### src/rtl/mult_pkg.sv
// Shared constants and types for the shift-and-add multiplier controller.
package mult_pkg;

  // Operand width used when the parent does not override it.
  localparam int DEFAULT_WIDTH = 8;

  // Controller states. dbg_state_o exposes this encoding directly.
  typedef enum logic [1:0] {
    IDLE = 2'd0,
    RUN  = 2'd1,
    DONE = 2'd2
  } state_t;

  // Width of a counter that must hold the values 0..w.
  function automatic int cnt_width(input int w);
    return $clog2(w + 1);
  endfunction

endpackage

### src/rtl/full_adder.sv
// One-bit full adder cell; the ripple adder is built by chaining these.
module full_adder (
  input  logic a_i,
  input  logic b_i,
  input  logic cin_i,
  output logic sum_o,
  output logic cout_o
);

  // Sum is the parity of the three inputs; carry is their majority.
  always_comb begin
    sum_o  = a_i ^ b_i ^ cin_i;
    cout_o = (a_i & b_i) | (a_i & cin_i) | (b_i & cin_i);
  end

endmodule

### src/rtl/ripple_adder.sv
// WIDTH-bit ripple-carry adder with carry-in tied to zero. This is the
// single adder that the multiplier reuses on every iteration.
module ripple_adder #(
  parameter int WIDTH = 8
) (
  input  logic [WIDTH-1:0] a_i,
  input  logic [WIDTH-1:0] b_i,
  output logic [WIDTH-1:0] sum_o,
  output logic             cout_o
);

  logic [WIDTH:0] carry;

  assign carry[0] = 1'b0;
  assign cout_o   = carry[WIDTH];

  // Carry ripples from bit 0 upward through one cell per bit.
  for (genvar i = 0; i < WIDTH; i++) begin : g_fa
    full_adder u_fa (
      .a_i    (a_i[i]),
      .b_i    (b_i[i]),
      .cin_i  (carry[i]),
      .sum_o  (sum_o[i]),
      .cout_o (carry[i+1])
    );
  end

endmodule

### src/rtl/shift_add_mult_ctrl.sv
// Sequential shift-and-add unsigned multiplier: one shared WIDTH-bit adder,
// WIDTH iterations per product, start/ready/done handshake.
//
// Handshake: start is sampled only on a rising edge where ready=1 (states
// IDLE and DONE); a and b are captured on that same edge. While busy=1 start
// is ignored. done is a one-cycle pulse in the cycle product becomes valid,
// and product then holds until the next accepted start completes. ready,
// busy and done decode the registered state only, so start never reaches
// them combinationally.
module shift_add_mult_ctrl
  import mult_pkg::*;
#(
  parameter int WIDTH = DEFAULT_WIDTH
) (
  input  logic               clk,
  input  logic               rst,
  input  logic               start,
  input  logic [WIDTH-1:0]   a,
  input  logic [WIDTH-1:0]   b,
  output logic               ready,
  output logic               busy,
  output logic               done,
  output logic [2*WIDTH-1:0] product,
  output state_t             dbg_state_o
);

  localparam int               CNT_W    = cnt_width(WIDTH);
  localparam logic [CNT_W-1:0] LAST_CNT = CNT_W'(WIDTH - 1);

  // The accumulator is conceptually 2W+1 bits (carry, upper half, multiplier
  // bits). After every right shift the top bit is zero, so only the lower
  // 2W bits are stored; the carry lives only inside one iteration.
  state_t             state_q, state_d;
  logic [2*WIDTH-1:0] acc_q, acc_d;
  logic [WIDTH-1:0]   mcand_q, mcand_d;
  logic [CNT_W-1:0]   cnt_q, cnt_d;
  logic [2*WIDTH-1:0] product_q, product_d;

  logic [WIDTH-1:0]   addend;
  logic [WIDTH-1:0]   add_sum;
  logic               add_cout;
  logic [2*WIDTH-1:0] acc_shift;

  // Add the multiplicand only when the current multiplier bit is set.
  always_comb begin
    addend = acc_q[0] ? mcand_q : '0;
  end

  ripple_adder #(
    .WIDTH (WIDTH)
  ) u_adder (
    .a_i    (acc_q[2*WIDTH-1:WIDTH]),
    .b_i    (addend),
    .sum_o  (add_sum),
    .cout_o (add_cout)
  );

  // New upper half {carry, sum} replaces the old one, then everything moves
  // right by one; the consumed multiplier bit drops off the bottom.
  always_comb begin
    acc_shift = {add_cout, add_sum, acc_q[WIDTH-1:1]};
  end

  // State, datapath and result registers with asynchronous clear.
  always_ff @(posedge clk or posedge rst) begin
    if (rst) begin
      state_q   <= IDLE;
      acc_q     <= '0;
      mcand_q   <= '0;
      cnt_q     <= '0;
      product_q <= '0;
    end else begin
      state_q   <= state_d;
      acc_q     <= acc_d;
      mcand_q   <= mcand_d;
      cnt_q     <= cnt_d;
      product_q <= product_d;
    end
  end

  // Next-state and datapath control; DONE accepts start directly so
  // back-to-back operations need no IDLE cycle.
  always_comb begin
    state_d   = state_q;
    acc_d     = acc_q;
    mcand_d   = mcand_q;
    cnt_d     = cnt_q;
    product_d = product_q;
    case (state_q)
      IDLE, DONE: begin
        if (start) begin
          mcand_d = a;
          acc_d   = {{WIDTH{1'b0}}, b};
          cnt_d   = '0;
          state_d = RUN;
        end else if (state_q == DONE) begin
          state_d = IDLE;
        end
      end
      RUN: begin
        acc_d = acc_shift;
        cnt_d = cnt_q + CNT_W'(1);
        if (cnt_q == LAST_CNT) begin
          state_d   = DONE;
          product_d = acc_shift;
        end
      end
      default: begin
        state_d = IDLE;
      end
    endcase
  end

  // Handshake outputs are plain decodes of the registered state.
  always_comb begin
    ready       = (state_q == IDLE) || (state_q == DONE);
    busy        = (state_q == RUN);
    done        = (state_q == DONE);
    product     = product_q;
    dbg_state_o = state_q;
  end

endmodule

### config.mk
export PLATFORM = sky130hd
export DESIGN_NAME = shift_add_mult_ctrl
export DESIGN_NICKNAME = d
export VERILOG_FILES = /design/src/rtl/mult_pkg.sv /design/src/rtl/full_adder.sv /design/src/rtl/ripple_adder.sv /design/src/rtl/shift_add_mult_ctrl.sv
export SDC_FILE = /design/constraint.sdc
export NUM_CORES = 1
export LEC_CHECK = 0
export ABC_AREA = 1
export BUFFER_PORTS_ARGS = -buffer_cell sky130_fd_sc_hd__buf_4
export CAP_MARGIN = 5
export CORE_ASPECT_RATIO = 0.6
export CORE_MARGIN = 8
export CORE_UTILIZATION = 49
export DETAILED_ROUTE_END_ITERATION = 12
export PLACE_DENSITY = 0.75
export SYNTH_ARGS = -nofsm -noshare
export SYNTH_HDL_FRONTEND = slang
export SYNTH_SLANG_ARGS = --single-unit
### constraint.sdc
create_clock -name clk -period 3.62 [get_ports clk]
set_input_delay 0.724 -clock clk [delete_from_list [all_inputs] [get_ports clk]]
set_output_delay 0.724 -clock clk [all_outputs]
set_load 0.02 [all_outputs]
Word-level counts from Yosys, hierarchy flattened
Index checks and enable logic that the tools add are counted.

$add $sub $neg: 1. Equality and inequality tests: 6. Reductions and logical operators: 8. Bitwise operators: 51. Multiplexer cells: 9.

Operators with widths (number): one-hot mux 16 bit (2 select lines) (1); AND 1 bit (22); 2-to-1 mux 16 bit (1); bitwise XOR 1 bit (15); OR 1 bit (14); 2-to-1 mux 8 bit (1); one-hot mux 4 bit (2 select lines) (1); AND reduction 2 bit (4); 2-to-1 mux 2 bit (3); adder 4 x 1 -> 4 bit, second input constant (1); equality test 4 x 3 -> 1 bit, second input constant (1); 2-to-1 mux 4 bit (1); one-hot mux 2 bit (2 select lines) (1); != test 3 bit, second input constant (1); equality test 2 x 1 -> 1 bit, second input constant (1); equality test 2 bit, second input constant (1); logical NOT 2 bit (1); != test 2 x 1 -> 1 bit, second input constant (1); != test 2 bit, second input constant (1); nonzero test 2 bit (1); OR reduction 2 bit (1); logical OR 1 bit (1).

Bits in registers: 46. Logic and storage cells: 80. Input port bits: 19. Output and inout bits: 21.

Depth between registers and ports, before layout
Gate-level depths: netlist of run 1.

Depth in word-level cells: 24. Depth in mapped cells: 17. Gate-level depth less buffers: 16.

Hierarchy
Synthesis of run 1 repeated with hierarchy kept, for this count alone.

Cells, all modules: 256. Area total of the unflattened synthesis: 2133.3 um2.

By module, submodules not included: shift_add_mult_ctrl (times used 1, area each 1969.4 um2, seq. area each 1151.1 um2, cells each 247); full_adder (times used 8, area each 20.0 um2, seq. area each 0.0 um2, cells each 1); ripple_adder (times used 1, area each 3.8 um2, seq. area each 0.0 um2, cells each 1).

Worst setup path before layout of run 1
Ideal clock, no wire load.

Path kind: register -> register. From: reg acc_q[0]. To: reg product_q[14], in the netlist product[14]. Arrival time: 3438 ps. Period minus slack after synthesis: 3555 ps. Stages on the path, launching flop included: 18. Path slack: 65 ps. Data required time: 3504 ps. Path buffers: 1. Setup time: 116 ps. Path through: dfrtp_1 buf_2 nand2_1 inv_1 ha_1 inv_1 fa_1 inv_1 fa_1 inv_1 fa_1 fa_1 fa_1 fa_1 fa_1 inv_1 nand2_1 nand2_1.

Cells in the longest elaborated chain, start to end: 21. Elaborated cells between the ends (all ways): 34. Those cells by class: mux (1); bitwise (33).

RTL lines: start, declared (RTL line shift_add_mult_ctrl.sv:34) `logic [2*WIDTH-1:0] acc_q, acc_d;`; start signal, assigned (RTL line shift_add_mult_ctrl.sv:68) `acc_q <= '0;`; start signal, assigned (RTL line shift_add_mult_ctrl.sv:74) `acc_q <= acc_d;`; 2-to-1 mux 8 bit * (RTL line shift_add_mult_ctrl.sv:46) `addend = acc_q[0] ? mcand_q : '0;`; AND 1 bit (2 in a row) (RTL line full_adder.sv:13) `cout_o = (a_i & b_i) | (a_i & cin_i) | (b_i & cin_i);`; OR 1 bit (2 in a row) (RTL line full_adder.sv:13); AND 1 bit (RTL line full_adder.sv:13); OR 1 bit (2 in a row) (RTL line full_adder.sv:13); AND 1 bit (RTL line full_adder.sv:13); OR 1 bit (2 in a row) (RTL line full_adder.sv:13); AND 1 bit (RTL line full_adder.sv:13); OR 1 bit (2 in a row) (RTL line full_adder.sv:13); AND 1 bit (RTL line full_adder.sv:13); OR 1 bit (2 in a row) (RTL line full_adder.sv:13); AND 1 bit (RTL line full_adder.sv:13); OR 1 bit (2 in a row) (RTL line full_adder.sv:13); bitwise XOR 1 bit * (RTL line full_adder.sv:12) `sum_o = a_i ^ b_i ^ cin_i;`; end signal, assigned (RTL line shift_add_mult_ctrl.sv:77) `product_q <= product_d;`; end, declared (RTL line shift_add_mult_ctrl.sv:37) `logic [2*WIDTH-1:0] product_q, product_d;`.

Every way passes the cells marked *; elsewhere a longest branch is shown, timed or not. A chain may end at the register's enable or synchronous reset.

Final worst setup path of run 1
Same ends and word-level chain as after synthesis.

==> flow_summary.toml, run 1 <==
[critical_path]
r2r_slack_ns = 0.19
path_max_fanout = 3
crit_start = "acc_q[0]$_DFFE_PP0P_"
cp-endpoint = "product[14]$_DFFE_PP0P_"
required_ns = 3.82
r2r_cells = 16
reg2reg_to = "product[14]$_DFFE_PP0P_"
worst-setup-path-type = "flop to flop"
r2r-start = "acc_q[0]$_DFFE_PP0P_"
arrival_ns = 3.64
cp-end-kind = "flop"
worstSetupStartpointType = "flop"

[floorplan]
fp-row-count = 18
die_y_um = 67.0
ios = 40
initial_utilization_pct = 51.3
coreArea_mm2 = 0.00414
die_area_mm2 = 0.00677
die_w_um = 101

[yosys]
yosys_warnings = 0
synthCells = 251
synth_nets = 279
avgSynthCellArea_um2 = 8.47
synth.distinct_cells = 18
syn_area_mm2 = 0.00213
ys_ff_latch = 46
yosysSeqAreaShare_pct = 54.1

[placed_design]
postPlaceCellArea_mm2 = 0.00246
hpwl_mm = 3.23
portBuffers = 39
dp_cells = 345
place_congestion = 0.766

[route]
ant_nets = 0
drc = 0
firstDrtPassIters = 4
vias_per_cell = 4.59
wl_per_cell_um = 12.6
drt_wl_total_mm = 4.47
drtIter0Drc = 82
vias = 1622

[final_layout]
fin_cells = 353
regArea_mm2 = 0.00115
drive_gt1_share_pct = 20.5
area_growth_pct = 21.5
fin_area_mm2 = 0.00258
antenna_cells = 0
multiInputGateArea_um2 = 820
fill_cells = 383
fin_nets = 320

[clock_tree]
numCtsBuffers = 5
cts_hold_buffers = 0
cts-htree-levels = 2
cts.sinks = 46
cts_buffer_depth = 2
root_buffer = "clkbuf_8"
cts_tree = "done"
clock_latency_ns = 0.31
clk_pin_slew_ns = 0.08

[status]
status = "finished clean"

[run]
drv_cap = 0

[timing]
period_share_pct = 94.9
hold_violations = 0
slew_violations = 0
tightest_slew_ns = 0.965
fmax_mhz = 291
slew_headroom_pct = 35.4
fin_worst_skew_ns = 0.00438
setup_viol = 0
setup_tns_ns = 0
rsz0062_at_grt = "no"
fin_crit_ns = 3.43

[global_route]
grt_max_degree = 47
antenna_found_initial = 0
grt_pass1_vias = 1583
grt_usage_pct = 14.8
grt_pass1_wl_mm = 7.70
grt_overflow = 0

[min_path]
hold_path_class = "flop to flop"

[pwr]
p_leak_nw = 1.44
peakVddDrop_mv = 0.426
power_density_mw_per_mm2 = 926
==> worst max-delay path, cell delays in order (launching register included) <==
cell and delay [ns]:
dfrtp_1 0.37, nand2_1 0.05, inv_1 0.05, ha_1 0.12, inv_1 0.04, fa_1 0.36
inv_1 0.08, fa_1 0.15, inv_1 0.05, fa_2 0.34, fa_2 0.37, fa_2 0.35
fa_2 0.35, fa_1 0.51, inv_1 0.04, nand2_1 0.06, nand2_1 0.05
==> per-stage QoR <==
step           util [%]  hold slack, ns  total power [mW]  setup slack, ns
2_1_floorplan         -           0.449              1.66           0.0654
3_3_place_gp       59.5           0.464              2.00            0.118
3_5_place_dp       59.5           0.466              2.02           0.0499
4_1_cts            62.1           0.488              2.41           0.0170
5_1_grt            62.3           0.506              2.61           0.0156
6_report           62.3           0.481              2.39            0.185
==> kinds of logic (layout without fill, tap and decap cells) <==
| kind of cell | after synthesis | in the layout | share of synthesized area [%] |
|---|---|---|---|
| fa+ha+maj | 9 | 9 | 7.77 |
| buf+inv | 40 | 82 | 7.77 |
| flops | 46 | 46 | 54.1 |
| simple gates | 146 | 146 | 27.5 |
| compound gates | 10 | 10 | 2.77 |
==> timing repair <==
item / in CTS / in global routing
resized for setup: 0 / 4
setup endpoints to repair: 0 / 4
setup buffers: 0 / 0
==> cell type report <==
class                   instances  share of cell area (%)
clock buffers                   5                    2.66
clock inverters                 3                    1.55
inverters                      34                    4.94
multi-input cells             165                    31.7
flip-flops and latches         46                    44.6
well taps                      60                    2.91
repair buffers                 40                    11.6
==> layout by cell type (no fill, tap or decap), types with 2 or more instances in the layout <==
master and instances:
nand2_1 131, dfrtp_1 46, buf_4 40, inv_1 32, o22ai_1 7, clkbuf_8 5
nor2_1 4, nand3_1 4, fa_2 4, fa_1 3, inv_2 2, nor2_4 2
nand2_2 2, o21ai_0 2, ha_1 2, clkinv_2 2
==> sequential cells by signal, summed over array words and instances, names as in the netlist <==
register	cells
product	16
cnt_q	4
mcand_q	8
acc_q	16
dbg_state_o	2
==> worst min-delay path by stage <==
| stage | startpoint | slack [ns] | depth (start not counted) | endpoint |
|---|---|---|---|---|
| 2_1_floorplan | mcand_q[2]$_DFFE_PP0P_ | 0.45 | 2 | mcand_q[2]$_DFFE_PP0P_ |
| 3_3_place_gp | product[11]$_DFFE_PP0P_ | 0.46 | 2 | product[11]$_DFFE_PP0P_ |
| 3_5_place_dp | product[10]$_DFFE_PP0P_ | 0.47 | 2 | product[10]$_DFFE_PP0P_ |
| 4_1_cts | product[10]$_DFFE_PP0P_ | 0.49 | 2 | product[10]$_DFFE_PP0P_ |
| 5_1_grt | mcand_q[0]$_DFFE_PP0P_ | 0.51 | 2 | mcand_q[0]$_DFFE_PP0P_ |
| 6_report | product[10]$_DFFE_PP0P_ | 0.48 | 2 | product[10]$_DFFE_PP0P_ |
==> Yosys cell counts, drive strengths merged <==
| cell | count | share of area (%) |
|---|---|---|
| buf | 6 | 1.8 |
| ha | 2 | 1.2 |
| o21ai | 2 | 0.47 |
| nand3 | 4 | 0.94 |
| dfrtp | 46 | 54 |
| nand4 | 1 | 0.29 |
| nand2 | 134 | 24 |
| inv | 34 | 6.0 |
| a21oi | 1 | 0.24 |
| or2 | 1 | 0.29 |
| o22ai | 7 | 2.1 |
| fa | 7 | 6.6 |
| nor2 | 6 | 1.8 |
==> where the power goes <==
part | internal [mW] | switching, mW
logic | 0.430 | 0.667
registers | 0.757 | 0.155
clock network | 0.203 | 0.177
==> layer usage <==
layer  part of all wire [%]  GRT usage [%]  vias up
li1                       -              -      829
met1                     53           21.5      734
met2                     38           19.1       54
met3                    8.4           5.61        5
met4                   0.43           5.52        0
met5                      0              0        -
No activity file was read; power rests on OpenSTA's default activity.
==> inputs of run 2 (changes only) <==
- CELL_PAD_IN_SITES_DETAIL_PLACEMENT: not set -> 1
- CELL_PAD_IN_SITES_GLOBAL_PLACEMENT: not set -> 2
- CORE_UTILIZATION: 49 -> 29
- PLACE_DENSITY: 0.75 -> not set
- PLACE_DENSITY_LB_ADDON: not set -> 0.1
==> flow_summary.toml, run 2 (synthesized netlist as in run 1, its figures left out) <==
[run]
drv_cap = 0

[timing]
fin_crit_ns = 3.39
fmax_mhz = 295
hold_violations = 0
slew_headroom_pct = 32.5
tightest_slew_ns = 1.01
slew_violations = 0
fin_worst_skew_ns = 0.00252
period_share_pct = 93.8
setup_viol = 0
rsz0062_at_grt = "no"

[route]
wl_per_cell_um = 14.7
drt_wl_total_mm = 5.64
firstDrtPassIters = 4
drc = 0
vias_per_cell = 4.30
ant_nets = 0
drtIter0Drc = 65
vias = 1651

[final_layout]
fill_cells = 871
mostFrequentLayoutCells = "131 x nand2_1, 46 x dfrtp_1, 41 x buf_4"
post-route-util_pct = 37.0
drive_gt1_share_pct = 20.5
fin_nets = 321
fin_area_mm2 = 0.00266
area_growth_pct = 24.9
antenna_cells = 0
final_common_cell = "nand2_1"

[pwr]
p_total_mw = 2.51
p_leak_nw = 1.45
power_density_mw_per_mm2 = 945
peakVddDrop_mv = 0.294

[global_route]
antenna_found_initial = 0
grt_usage_pct = 12.2
grt_pass1_wl_mm = 9.67
grt_max_degree = 47
grt_overflow = 0
grt_pass1_vias = 1838

[clock_tree]
cts-htree-levels = 2
root_buffer = "clkbuf_16"
clk_pin_slew_ns = 0.06
cts.sinks = 46
cts_setup_buffers = 0
numCtsBuffers = 5
clock_latency_ns = 0.29
cts_tree = "done"
cts_hold_buffers = 0
cts_buffer_depth = 2

[critical_path]
required_ns = 3.80
slowest_delay_ns = 0.53
arrival_ns = 3.57
cp_slowest_cell = "fa_1"
worstPathCellList = "nand2_1 -> inv_1 -> ha_1 -> inv_1 -> fa_2 -> inv_2 -> fa_1 -> inv_1 -> fa_2 -> fa_2 -> fa_2 -> fa_2 -> fa_1 -> inv_1 -> nand2_1 -> nand2_1"
crit_family = "adder cells"
crit_top_cell = "fa_2"
worstSetupStartpointType = "flop"
path_max_fanout = 3
r2r_slack_ns = 0.23
worst-setup-path-type = "flop to flop"
critPathBufInv = 5
cp-end-kind = "flop"

[floorplan]
die_y_um = 82.3
die_area_mm2 = 0.0104
die_w_um = 127
ios = 40
initial_utilization_pct = 29.6
coreArea_mm2 = 0.00718
fp-row-count = 24

[status]
status = "finished clean"

[placed_design]
hpwl_mm = 4.06
portBuffers = 39
postPlaceCellArea_mm2 = 0.00251
place_congestion = 0.697

[min_path]
hold_path_class = "flop to flop"
-- run 2: cell types whose count changed in the layout (fill, tap and decap cells not counted), sizes merged --
cell / change
buf: +1
bufinv: -1
clkbuf: +2
clkinv: -2
-- run 2: final cells by class --
| class | count | area [um2] | share of cell area, % |
|---|---|---|---|
| tap | 91 | 114 | 4.29 |
| sequential | 46 | 1150 | 43.4 |
| timing repair buffer | 41 | 308 | 11.6 |
| clock buffer | 7 | 133 | 5.00 |
| multi-input combinational | 165 | 822 | 31.0 |
| inverter | 34 | 128 | 4.81 |
-- run 2: metal layers --
metal	vias to the layer above	global-route usage (%)	share of wire, %
met5	-	0	0
met3	8	3.65	4.0
met2	26	17.2	39
met4	0	5.01	1.7
li1	827	-	-
met1	790	17.0	55
-- run 2: path summary, 6_finish.rpt --
kind                                                end                    from  cells past startpoint
worst min register to register   product[6]$_DFFE_PP0P_  product[6]$_DFFE_PP0P_                      2
min in group asynchronous       product[13]$_DFFE_PP0P_                     rst                      2
max in group asynchronous        product[2]$_DFFE_PP0P_                     rst                      2
worst min-delay path             product[6]$_DFFE_PP0P_  product[6]$_DFFE_PP0P_                      2
worst max-delay path            product[14]$_DFFE_PP0P_    acc_q[0]$_DFFE_PP0P_                     16
worst max register to register  product[14]$_DFFE_PP0P_    acc_q[0]$_DFFE_PP0P_                     16
-- run 2: per-stage QoR --
| step | TNS [ns] | setup slack [ns] | hold WS, ns | std cells |
|---|---|---|---|---|
| after floorplan | 0 | 0.0654 | 0.449 | 251 |
| after global placement | 0 | 0.0857 | 0.465 | 377 |
| after detailed placement | -0.000630 | -0.000630 | 0.466 | 377 |
| after CTS | 0 | 0.0334 | 0.483 | 384 |
| after global routing | 0 | 0.0248 | 0.505 | 384 |
| final | 0 | 0.225 | 0.478 | 384 |
-- run 2: what timing repair did --
| action | in CTS | in global routing |
|---|---|---|
| gates resized for setup | 1 | 5 |
| pin swaps | 0 | 1 |
| endpoints found under the setup margin | 1 | 4 |
-- run 2: power by group --
part	internal [mW]	switching (mW)	total [mW]
clock network	0.253	0.190	0.443
registers	0.759	0.156	0.915
logic	0.441	0.709	1.15
total	1.45	1.05	2.51
-- run 2: worst reg2reg max path, delay by kind of cell, from the launching register on --
| family | cells | cell delay, ns |
|---|---|---|
| adder cells (fa/ha/maj) | 8 | 2.51 |
| buffers and inverters | 5 | 0.27 |
| flip-flops | 1 | 0.36 |
| AND/OR/NAND/NOR | 3 | 0.17 |
==> inputs of run 3 (changes only) <==
- PLACE_DENSITY: not set -> 0.76
- PLACE_DENSITY_LB_ADDON: 0.1 -> not set
==> flow_summary.toml, run 3 (synthesized netlist as in run 1, its figures left out) <==
[route]
maxUsedRoutingLayer = "met4"
drtIter0Drc = 47
vias_per_cell = 4.21
wl_per_cell_um = 14.2
drt_wl_total_mm = 5.42
vias = 1610
met2_length_mm = 2.00
ant_nets = 0
firstDrtPassIters = 4
drc = 0
wl_met3_um = 217
drt-met1-wl_mm = 3.15

[placed_design]
hpwl_mm = 3.91
place_congestion = 0.729
portBuffers = 39

[floorplan]
coreArea_mm2 = 0.00718
fp-row-count = 24
die_y_um = 82.3
die_w_um = 127
die_area_mm2 = 0.0104
ios = 40
initial_utilization_pct = 29.6

[run]
drv_cap = 0

[clock_tree]
clock_latency_ns = 0.29
numCtsBuffers = 5
cts_tree = "done"
cts-htree-levels = 2
root_buffer = "clkbuf_16"
cts.sinks = 46
cts_setup_buffers = 0
cts_buffer_depth = 2
clk_pin_slew_ns = 0.06

[critical_path]
arrival_ns = 3.63
worstPathCellList = "nand2_1 -> inv_1 -> ha_1 -> inv_1 -> fa_1 -> inv_1 -> fa_1 -> inv_1 -> fa_2 -> fa_2 -> fa_2 -> fa_2 -> fa_1 -> inv_1 -> nand2_1 -> nand2_1"
crit_family = "adder cells"
worst-setup-path-type = "flop to flop"
critPathBufInv = 5
worstSetupStartpointType = "flop"
cp_slowest_cell = "fa_1"
cp-end-kind = "flop"
crit_top_cell = "inv_1"
slowest_delay_ns = 0.53
required_ns = 3.80
path_max_fanout = 3

[global_route]
grt_max_degree = 47
grt_pass1_wl_mm = 9.16
grt_pass1_vias = 1726
grt_usage_pct = 11.4
grt_overflow = 0
antenna_found_initial = 0

[timing]
slew_headroom_pct = 27.0
rsz0062_at_grt = "yes"
hold_violations = 0
period_share_pct = 95.4
tightest_slew_ns = 1.09
setup_viol = 0
slew_violations = 0
fmax_mhz = 290
fin_worst_skew_ns = 0.00474
fin_crit_ns = 3.45

[min_path]
hold_path_class = "flop to flop"

[final_layout]
final_common_cell = "nand2_1"
fin_nets = 320
area_growth_pct = 24.7
multiInputGateArea_um2 = 820
antenna_cells = 0
regArea_mm2 = 0.00115
post-route-util_pct = 36.9
drive_gt1_share_pct = 19.9
fill_cells = 868
mostFrequentLayoutCells = "131 x nand2_1, 46 x dfrtp_1, 40 x buf_4"

[pwr]
peakVddDrop_mv = 0.230
p_leak_nw = 1.45
power_density_mw_per_mm2 = 944
p_total_mw = 2.50

[status]
status = "finished clean"
run 3: repair_timing:
item,4_1_cts,5_1_grt
setup endpoints to repair,0,4
resized for setup,0,4
hold buffers,0,0
run 3: worst paths after layout:
check,startpoint,to,slack (ns),cells after the start
worst max-delay path,acc_q[0]$_DFFE_PP0P_,product[14]$_DFFE_PP0P_,0.17,16
worst min-delay path,product[5]$_DFFE_PP0P_,product[5]$_DFFE_PP0P_,0.48,2
worst max register to register,acc_q[0]$_DFFE_PP0P_,product[14]$_DFFE_PP0P_,0.17,16
worst min register to register,product[5]$_DFFE_PP0P_,product[5]$_DFFE_PP0P_,0.48,2
max in group asynchronous,rst,acc_q[4]$_DFFE_PP0P_,2.33,2
min in group asynchronous,rst,cnt_q[1]$_DFFE_PP0P_,0.68,2
run 3: per-layer routing:
metal | vias to the layer above | GRT usage (%)
met5 | - | 0
met4 | 0 | 4.29
met3 | 5 | 3.46
met2 | 26 | 14.5
met1 | 756 | 17.4
li1 | 823 | -
run 3: report_power, final:
part           internal (mW)  switching (mW)
Combinational          0.437           0.693
Sequential             0.759           0.157
Clock                  0.267           0.189
Total                   1.46            1.04
run 3: tightest hold or removal path, stage by stage (launching register included):
cell and delay (ns):
dfrtp_1 0.34, nand2_1 0.05, nand2_1 0.05
run 3: cell type report:
type | instances | area share, %
Inverter | 34 | 4.81
Multi-Input combinational cell | 165 | 30.9
Sequential cell | 46 | 43.4
Timing Repair Buffer | 40 | 11.3
Clock buffer | 6 | 5.24
Tap cell | 91 | 4.29
run 3: metrics by stage:
step	worst slack, ns	TNS (ns)	hold slack [ns]	instance area, um2	instances
after floorplan	0.0654	0	0.449	2130	251
after global placement	0.0999	0	0.464	2500	376
after detailed placement	0.0514	0	0.468	2500	376
after CTS	0.0475	0	0.486	2640	382
after global routing	-0.0396	-0.0396	0.509	2650	382
final	0.167	0	0.478	2650	382
